**src/rtl/uart_tx_mmio.sv**
```systemverilog
// uart_tx_mmio: snoops CPU writes to BASE_ADDR, queues bytes in a FIFO and sends them LSB-first as 8N1 frames on tx (8E1 when UART_TX_PARITY_EN is defined).
// Latency: start bit appears on tx 2 clocks after the write edge; read_sel/data_out follow the address by 1 clock.
// Backpressure: none toward the CPU; a write to a full FIFO is dropped and sets the sticky overflow status bit.
module uart_tx_mmio #(
    parameter logic [15:0] BASE_ADDR    = 16'h5A00,
    parameter int          CLKS_PER_BIT = 16,
    parameter int          FIFO_AW      = 4
) (
    input  logic        clock,
    input  logic        reset,
    input  logic [15:0] addressBus,
    input  logic        writeEnBus,
    input  logic [7:0]  data_c2r,
    output logic [7:0]  data_out,
    output logic        read_sel,
    output logic        tx,
    output logic        tx_idle
);

    localparam logic [15:0]      STAT_ADDR = BASE_ADDR + 16'd1;
    localparam logic [15:0]      BIT_LAST  = 16'(CLKS_PER_BIT - 1);
    localparam logic [FIFO_AW:0] PTR_ONE   = {{FIFO_AW{1'b0}}, 1'b1};

`ifdef UART_TX_PARITY_EN
    typedef enum logic [2:0] {IDLE, START, DATA, PARITY, STOP} state_t;
    localparam logic PAR_FLAG = 1'b1;
`else
    typedef enum logic [2:0] {IDLE, START, DATA, STOP} state_t;
    localparam logic PAR_FLAG = 1'b0;
`endif

    logic [7:0]       mem [2**FIFO_AW];
    logic [FIFO_AW:0] wr_ptr, rd_ptr;
    logic             empty, full, push, pop, wr_data, wr_stat, overflow;
    logic [7:0]       head, status;

    state_t      state, state_nxt;
    logic [15:0] cnt, cnt_nxt;
    logic [7:0]  sh, sh_nxt;
    logic [2:0]  bit_idx, bit_nxt;
    logic        tx_nxt;

    assign wr_data = writeEnBus && (addressBus == BASE_ADDR);
    assign wr_stat = writeEnBus && (addressBus == STAT_ADDR);
    assign empty   = (wr_ptr == rd_ptr);
    assign full    = (wr_ptr[FIFO_AW] != rd_ptr[FIFO_AW]) &&
                     (wr_ptr[FIFO_AW-1:0] == rd_ptr[FIFO_AW-1:0]);
    // Fullness comes from the pre-edge pointers, so a same-edge pop never rescues a push.
    assign push    = wr_data && !full;
    assign head    = mem[rd_ptr[FIFO_AW-1:0]];
    assign tx_idle = empty && (state == IDLE);
    assign status  = {3'b000, PAR_FLAG, overflow, state != IDLE, full, empty};

    always_ff @(posedge clock) begin
        if (push) mem[wr_ptr[FIFO_AW-1:0]] <= data_c2r;
    end

    always_ff @(posedge clock) begin
        if (reset) begin
            wr_ptr   <= '0;
            rd_ptr   <= '0;
            overflow <= 1'b0;
            read_sel <= 1'b0;
            data_out <= 8'h00;
        end else begin
            if (push) wr_ptr <= wr_ptr + PTR_ONE;
            if (pop)  rd_ptr <= rd_ptr + PTR_ONE;
            if (wr_stat)
                overflow <= 1'b0;
            else if (wr_data && full)
                overflow <= 1'b1;
            read_sel <= ((addressBus == BASE_ADDR) || (addressBus == STAT_ADDR)) && !writeEnBus;
            data_out <= (addressBus == STAT_ADDR) ? status : 8'h00;
        end
    end

`ifdef UART_TX_PARITY_EN
    logic par;
    // Data bits are shifted out of sh, so even parity is captured at load time.
    always_ff @(posedge clock) begin
        if (reset)    par <= 1'b0;
        else if (pop) par <= ^head;
    end
`endif

    always_ff @(posedge clock) begin
        if (reset) begin
            state   <= IDLE;
            cnt     <= 16'd0;
            sh      <= 8'h00;
            bit_idx <= 3'd0;
            tx      <= 1'b1;
        end else begin
            state   <= state_nxt;
            cnt     <= cnt_nxt;
            sh      <= sh_nxt;
            bit_idx <= bit_nxt;
            tx      <= tx_nxt;
        end
    end

    always_comb begin
        state_nxt = state;
        cnt_nxt   = cnt;
        sh_nxt    = sh;
        bit_nxt   = bit_idx;
        pop       = 1'b0;
        tx_nxt    = 1'b1;
        case (state)
            IDLE: begin
                if (!empty) begin
                    pop       = 1'b1;
                    sh_nxt    = head;
                    bit_nxt   = 3'd0;
                    cnt_nxt   = BIT_LAST;
                    state_nxt = START;
                end
            end
            START: begin
                tx_nxt = 1'b0;
                if (cnt == 16'd0) begin
                    cnt_nxt   = BIT_LAST;
                    state_nxt = DATA;
                end else begin
                    cnt_nxt = cnt - 16'd1;
                end
            end
            DATA: begin
                tx_nxt = sh[0];
                if (cnt == 16'd0) begin
                    cnt_nxt = BIT_LAST;
                    sh_nxt  = {1'b0, sh[7:1]};
                    if (bit_idx == 3'd7) begin
`ifdef UART_TX_PARITY_EN
                        state_nxt = PARITY;
`else
                        state_nxt = STOP;
`endif
                    end else begin
                        bit_nxt = bit_idx + 3'd1;
                    end
                end else begin
                    cnt_nxt = cnt - 16'd1;
                end
            end
`ifdef UART_TX_PARITY_EN
            PARITY: begin
                tx_nxt = par;
                if (cnt == 16'd0) begin
                    cnt_nxt   = BIT_LAST;
                    state_nxt = STOP;
                end else begin
                    cnt_nxt = cnt - 16'd1;
                end
            end
`endif
            STOP: begin
                if (cnt == 16'd0) begin
                    // Chain straight into the next start bit when more data is queued.
                    if (!empty) begin
                        pop       = 1'b1;
                        sh_nxt    = head;
                        bit_nxt   = 3'd0;
                        cnt_nxt   = BIT_LAST;
                        state_nxt = START;
                    end else begin
                        state_nxt = IDLE;
                    end
                end else begin
                    cnt_nxt = cnt - 16'd1;
                end
            end
            default: state_nxt = IDLE;
        endcase
    end

endmodule

```
**config.mk**
```make
export PLATFORM = sky130hd
export DESIGN_NAME = uart_tx_mmio
export DESIGN_NICKNAME = d
export VERILOG_FILES = /design/src/rtl/uart_tx_mmio.sv
export SDC_FILE = /design/constraint.sdc
export NUM_CORES = 1
export LEC_CHECK = 0
export CAP_MARGIN = 20
export CORE_MARGIN = 1.5
export CORE_UTILIZATION = 60
export DETAILED_ROUTE_END_ITERATION = 8
export GPL_TIMING_DRIVEN = 0
export PLACE_DENSITY = 0.8
export RECOVER_POWER = 100
export SETUP_SLACK_MARGIN = 0.5
export SLEW_MARGIN = 20
export SYNTH_ARGS = -nofsm -noshare
export SYNTH_HDL_FRONTEND = slang
export SYNTH_SLANG_ARGS = --single-unit
```
**constraint.sdc**
```tcl
create_clock -name clock -period 3.5 [get_ports clock]
set_clock_uncertainty 0.05 [all_clocks]
set_input_delay 0.35 -clock clock [delete_from_list [all_inputs] [get_ports clock]]
set_output_delay 0.35 -clock clock [all_outputs]
set_load 0.005 [all_outputs]
```
==> impl_metrics.py <==
metrics = {
    "synth": {
        "synth_compound_area_share_pct": 10.8,
        "main_combinational_cell_family_by_area_after_synthesis": "compound AO/OA/AOI/OAI gates",
        "synth_simple_gate_area_share_pct": 9.38,
        "syn_inst": 541,
        "synth_adder_area_share_pct": 2.14,
        "synthesis.yosys.warnings": 0,
        "async_flop_share_pct": 0,
        "share_of_the_yosys_chip_area_belonging_to_registers_pct": 63.8,
        "ys_seq_elements": 178,
        "syn_area_mm2": 0.00759,
        "number_of_flops_mapped_to_enable_cells_by_yosys": 128,
        "syn_avg_cell_area_um2": 14.0,
        "synth-xor-area-share_pct": 0.808,
        "synth_cell_type_count": 60,
        "main_flop_type_after_synthesis": "sky130_fd_sc_hd__edfxtp_1",
        "synth.area.mux_share_pct": 10.5,
    },
    "die": {
        "rows": 40,
        "floorplan.initialDensity_pct": 62.4,
        "height_of_the_chip_um": 115,
        "fp.coreArea_mm2": 0.0122,
        "count_of_pins_on_the_block_boundary": 38,
        "die_width_um": 115,
        "design.die.area_mm2": 0.0133,
    },
    "clock_tree": {
        "number_of_buffers_created_by_cts": 17,
        "clock_transition_at_the_registers_of_the_reported_paths_ps": 70,
        "tritoncts": "done",
        "clk-insertion-delay-late_ps": 440,
        "clock-sinks": 178,
        "ctsRootBufferMaster": "sky130_fd_sc_hd__clkbuf_16",
        "cts-htree-levels": 4,
        "cts.hold.buffers_added": 0,
        "cts_buffer_depth": 2,
    },
    "routing": {
        "drcViolationCount": 0,
        "post_drt_via_cell_ratio": 6.22,
        "antenna_left": 0,
        "detail_route.wirelength_um": 16000,
        "wire_per_inst_um": 20.5,
        "drt-initial-drc-count": 490,
        "detail_route.first_pass.iterations": 5,
        "routed-via-count": 4836,
    },
    "critical_path": {
        "crit_path_buffers_inverters": 1,
        "cp-end-kind": "register",
        "crit_type": "reg2reg",
        "critPathMaxFanout": 8,
        "data_arrival_at_the_endpoint_of_the_critical_path_ps": 3180,
        "setup.worst_path.start_class": "register",
        "timing.critical_path.max_delay_family": "simple AND/OR/NAND/NOR gates",
        "ff2ff_path_depth": 6,
        "r2r_start": "wr_ptr[0]",
        "critical-path-max-stage-delay_ps": 760,
        "crit_cells": 6,
        "startpoint": "wr_ptr[0]",
        "critPathSlowestCell": "sky130_fd_sc_hd__nor2_1",
        "critical_path.cell_chain": "xnor2_1, and4_1, clkbuf_1, a2111oi_4, nand2_1, nor2_1",
        "worst_ep_required_ps": 3520,
    },
    "grt": {
        "first_global_vias": 4729,
        "largest_net_degree_at_the_start_of_global_routing": 21,
        "grt_remaining_overflow": 0,
        "grt_antenna_before_repair": 0,
        "grtUsageTotal_pct": 25.9,
        "grt_first_pass_wirelength_um": 25100,
    },
    "power_and_ir_drop": {
        "switching_power_mw": 1.09,
        "leakagePower_nw": 2.87,
        "pwr-share-comb_pct": 5.9,
        "internal_power_mw": 3.33,
        "power_density_mw_per_mm2": 504,
        "ir_drop_worst_vdd_v": 0.000424,
        "clock_network_fraction_of_total_power_pct": 42.6,
        "swShare_pct": 24.6,
        "sequential_group_share_of_total_power_pct": 51.5,
    },
    "sta": {
        "final.min_clock_period_ps": 3160,
        "grt_setup_unrepaired": "true",
        "tightest_slew_ps": 987,
        "period_share_pct": 90.3,
        "slew_viol_final": 0,
        "setup_viol_count_final": 0,
        "timing.slew.headroom_pct": 34.1,
        "final_hold_viol_count": 0,
        "fmax_mhz": 316,
    },
    "run_status": {
        "run_status": "finished, final reports clean",
    },
    "hold_path": {
        "worst_hold_startpoint": "sh[0]",
        "hold-path-cell-count": 1,
        "hp-class": "reg2reg",
    },
    "final_layout": {
        "syn2layout_area_growth_pct": 15.4,
        "finalCoreUtilization_pct": 72.0,
        "final_design_area_no_fill_mm2": 0.00876,
        "final_nets": 637,
        "layout-drive-gt1-share_pct": 12.8,
        "diodes_inserted": 0,
    },
    "placed_design": {
        "gp_routability_congestion": 0.816,
        "buffer_ports.inserted": 33,
        "postPlaceCellArea_mm2": 0.00816,
        "dp_hpwl_um": 10500,
    },
    "run": {
        "max-cap-violations": 0,
    },
}
-- sequential cells by signal (all words and copies together) (netlist names), named ones only --
signal	count
bit_idx	3
cnt	16
data_out	4
mem	128
overflow	1
rd_ptr	5
read_sel	1
sh	8
state	2
tx	1
wr_ptr	5
-- per-layer routing --
metal	vias to the layer above	GRT usage [%]	wire length [µm]
met5	-	0	0
met1	2432	35.1	6840
li1	2237	-	-
met4	0	9.55	246
met3	25	5.02	784
met2	142	42.4	8100
-- cell usage in the layout (no fill, tap or decap), types with 4 or more instances in the layout --
cell                              Yosys  final
sky130_fd_sc_hd__a211oi_1             5      5
sky130_fd_sc_hd__a21oi_1              9      9
sky130_fd_sc_hd__a22oi_1             14     14
sky130_fd_sc_hd__a311oi_1             8      8
sky130_fd_sc_hd__a31oi_1             10     10
sky130_fd_sc_hd__and3_1               4      4
sky130_fd_sc_hd__buf_2                9      5
sky130_fd_sc_hd__buf_4                5      5
sky130_fd_sc_hd__clkbuf_1            12     18
sky130_fd_sc_hd__clkbuf_16            0     17
sky130_fd_sc_hd__clkdlybuf4s50_1      0     17
sky130_fd_sc_hd__clkinv_8             0      6
sky130_fd_sc_hd__conb_1               1      4
sky130_fd_sc_hd__dfxtp_1             50     50
sky130_fd_sc_hd__dlygate4sd3_1        0     16
sky130_fd_sc_hd__edfxtp_1           128    128
sky130_fd_sc_hd__ha_1                13     13
sky130_fd_sc_hd__inv_1               14     14
sky130_fd_sc_hd__inv_6                0      4
sky130_fd_sc_hd__mux2i_1             32     32
sky130_fd_sc_hd__mux4_2              19     19
sky130_fd_sc_hd__nand2_1             36     38
sky130_fd_sc_hd__nand2b_1             6      6
sky130_fd_sc_hd__nand3_1              8      8
sky130_fd_sc_hd__nand4_1              7      7
sky130_fd_sc_hd__nor2_1              39     37
sky130_fd_sc_hd__nor2b_1              5      5
sky130_fd_sc_hd__nor3_1              13      9
sky130_fd_sc_hd__nor3_2               1      5
sky130_fd_sc_hd__o22ai_1              9      9
sky130_fd_sc_hd__o2bb2ai_1            8      8
sky130_fd_sc_hd__o31a_1               8      8
sky130_fd_sc_hd__o31ai_1              7      7
sky130_fd_sc_hd__xnor2_1              6      6
-- kinds of logic (layout without fill, tap and decap cells) --
kind of cell	count (synthesis)	count (layout)
DFF	178	178
muxes	55	55
and+or+nand+nor	142	142
AOI/OAI and AO/OA	102	102
adders and majority gates	13	13
other	1	4
xor gates and xnor gates	7	7
buffers and inverters	43	109
-- cells in the mapped netlist (all sizes together) (5+ instances only) --
cell | n | area [µm²]
o31a | 8 | 70.1
nand2 | 38 | 148
nand2b | 6 | 37.5
nor3 | 14 | 75.1
mux4 | 19 | 428
a211oi | 5 | 37.5
edfxtp | 128 | 3840
mux2i | 32 | 320
a21oi | 9 | 45.0
inv | 14 | 52.6
o22ai | 9 | 56.3
clkbuf | 12 | 45.0
nand4 | 7 | 43.8
a311oi | 9 | 85.1
a31oi | 10 | 62.6
ha | 13 | 163
a22oi | 14 | 105
o31ai | 7 | 52.6
xnor2 | 6 | 52.6
dfxtp | 50 | 1000
nor2b | 5 | 31.3
nand3 | 8 | 40.0
buf | 17 | 93.8
o2bb2ai | 8 | 70.1
nor2 | 39 | 146
-- what timing repair did --
action,4_1_cts,5_1_grt
gates resized for setup,3,12
setup endpoints to repair,58,104
setup buffers,0,1
endpoints found under the hold margin,0,0
-- worst paths after layout --
kind	end	slack, ps
setup / recovery	mem[7][2]	340
hold / removal	sh[0]	420
setup reg to reg	mem[7][2]	340
hold reg to reg	sh[0]	420
-- cell type report --
cell class              count  area (µm²)
repair buffers             34         334
clock inverters            15         184
multi-input cells         323        2580
clock buffers              17         425
flip-flops and latches    178        4840
well taps                 168         210
plain buffers              29         134
fillers                   786        3400
inverters                  14        52.6
-- power groups by stage --
stage / sequential (mW) / clock [mW] / combinational, mW
5_1_grt: 2.28 / 1.99 / 0.286
6_report: 2.27 / 1.88 / 0.262
3_3_place_gp: 2.32 / 0 / 0.254
4_1_cts: 2.28 / 1.90 / 0.267
3_5_place_dp: 2.32 / 0 / 0.264
2_1_floorplan: 2.32 / 0 / 0.159
-- metrics by stage --
step,TNS [ps],instances,power (mW),setup slack (ps),hold slack [ps]
after floorplan,0,544,2.48,899,379
after global placement,-4700,745,2.58,-175,394
after detailed placement,0,745,2.59,95.7,406
after CTS,0,777,4.44,411,424
after global routing,0,778,4.55,152,428
final,0,778,4.42,340,422
(Power assumes the default switching activity.)
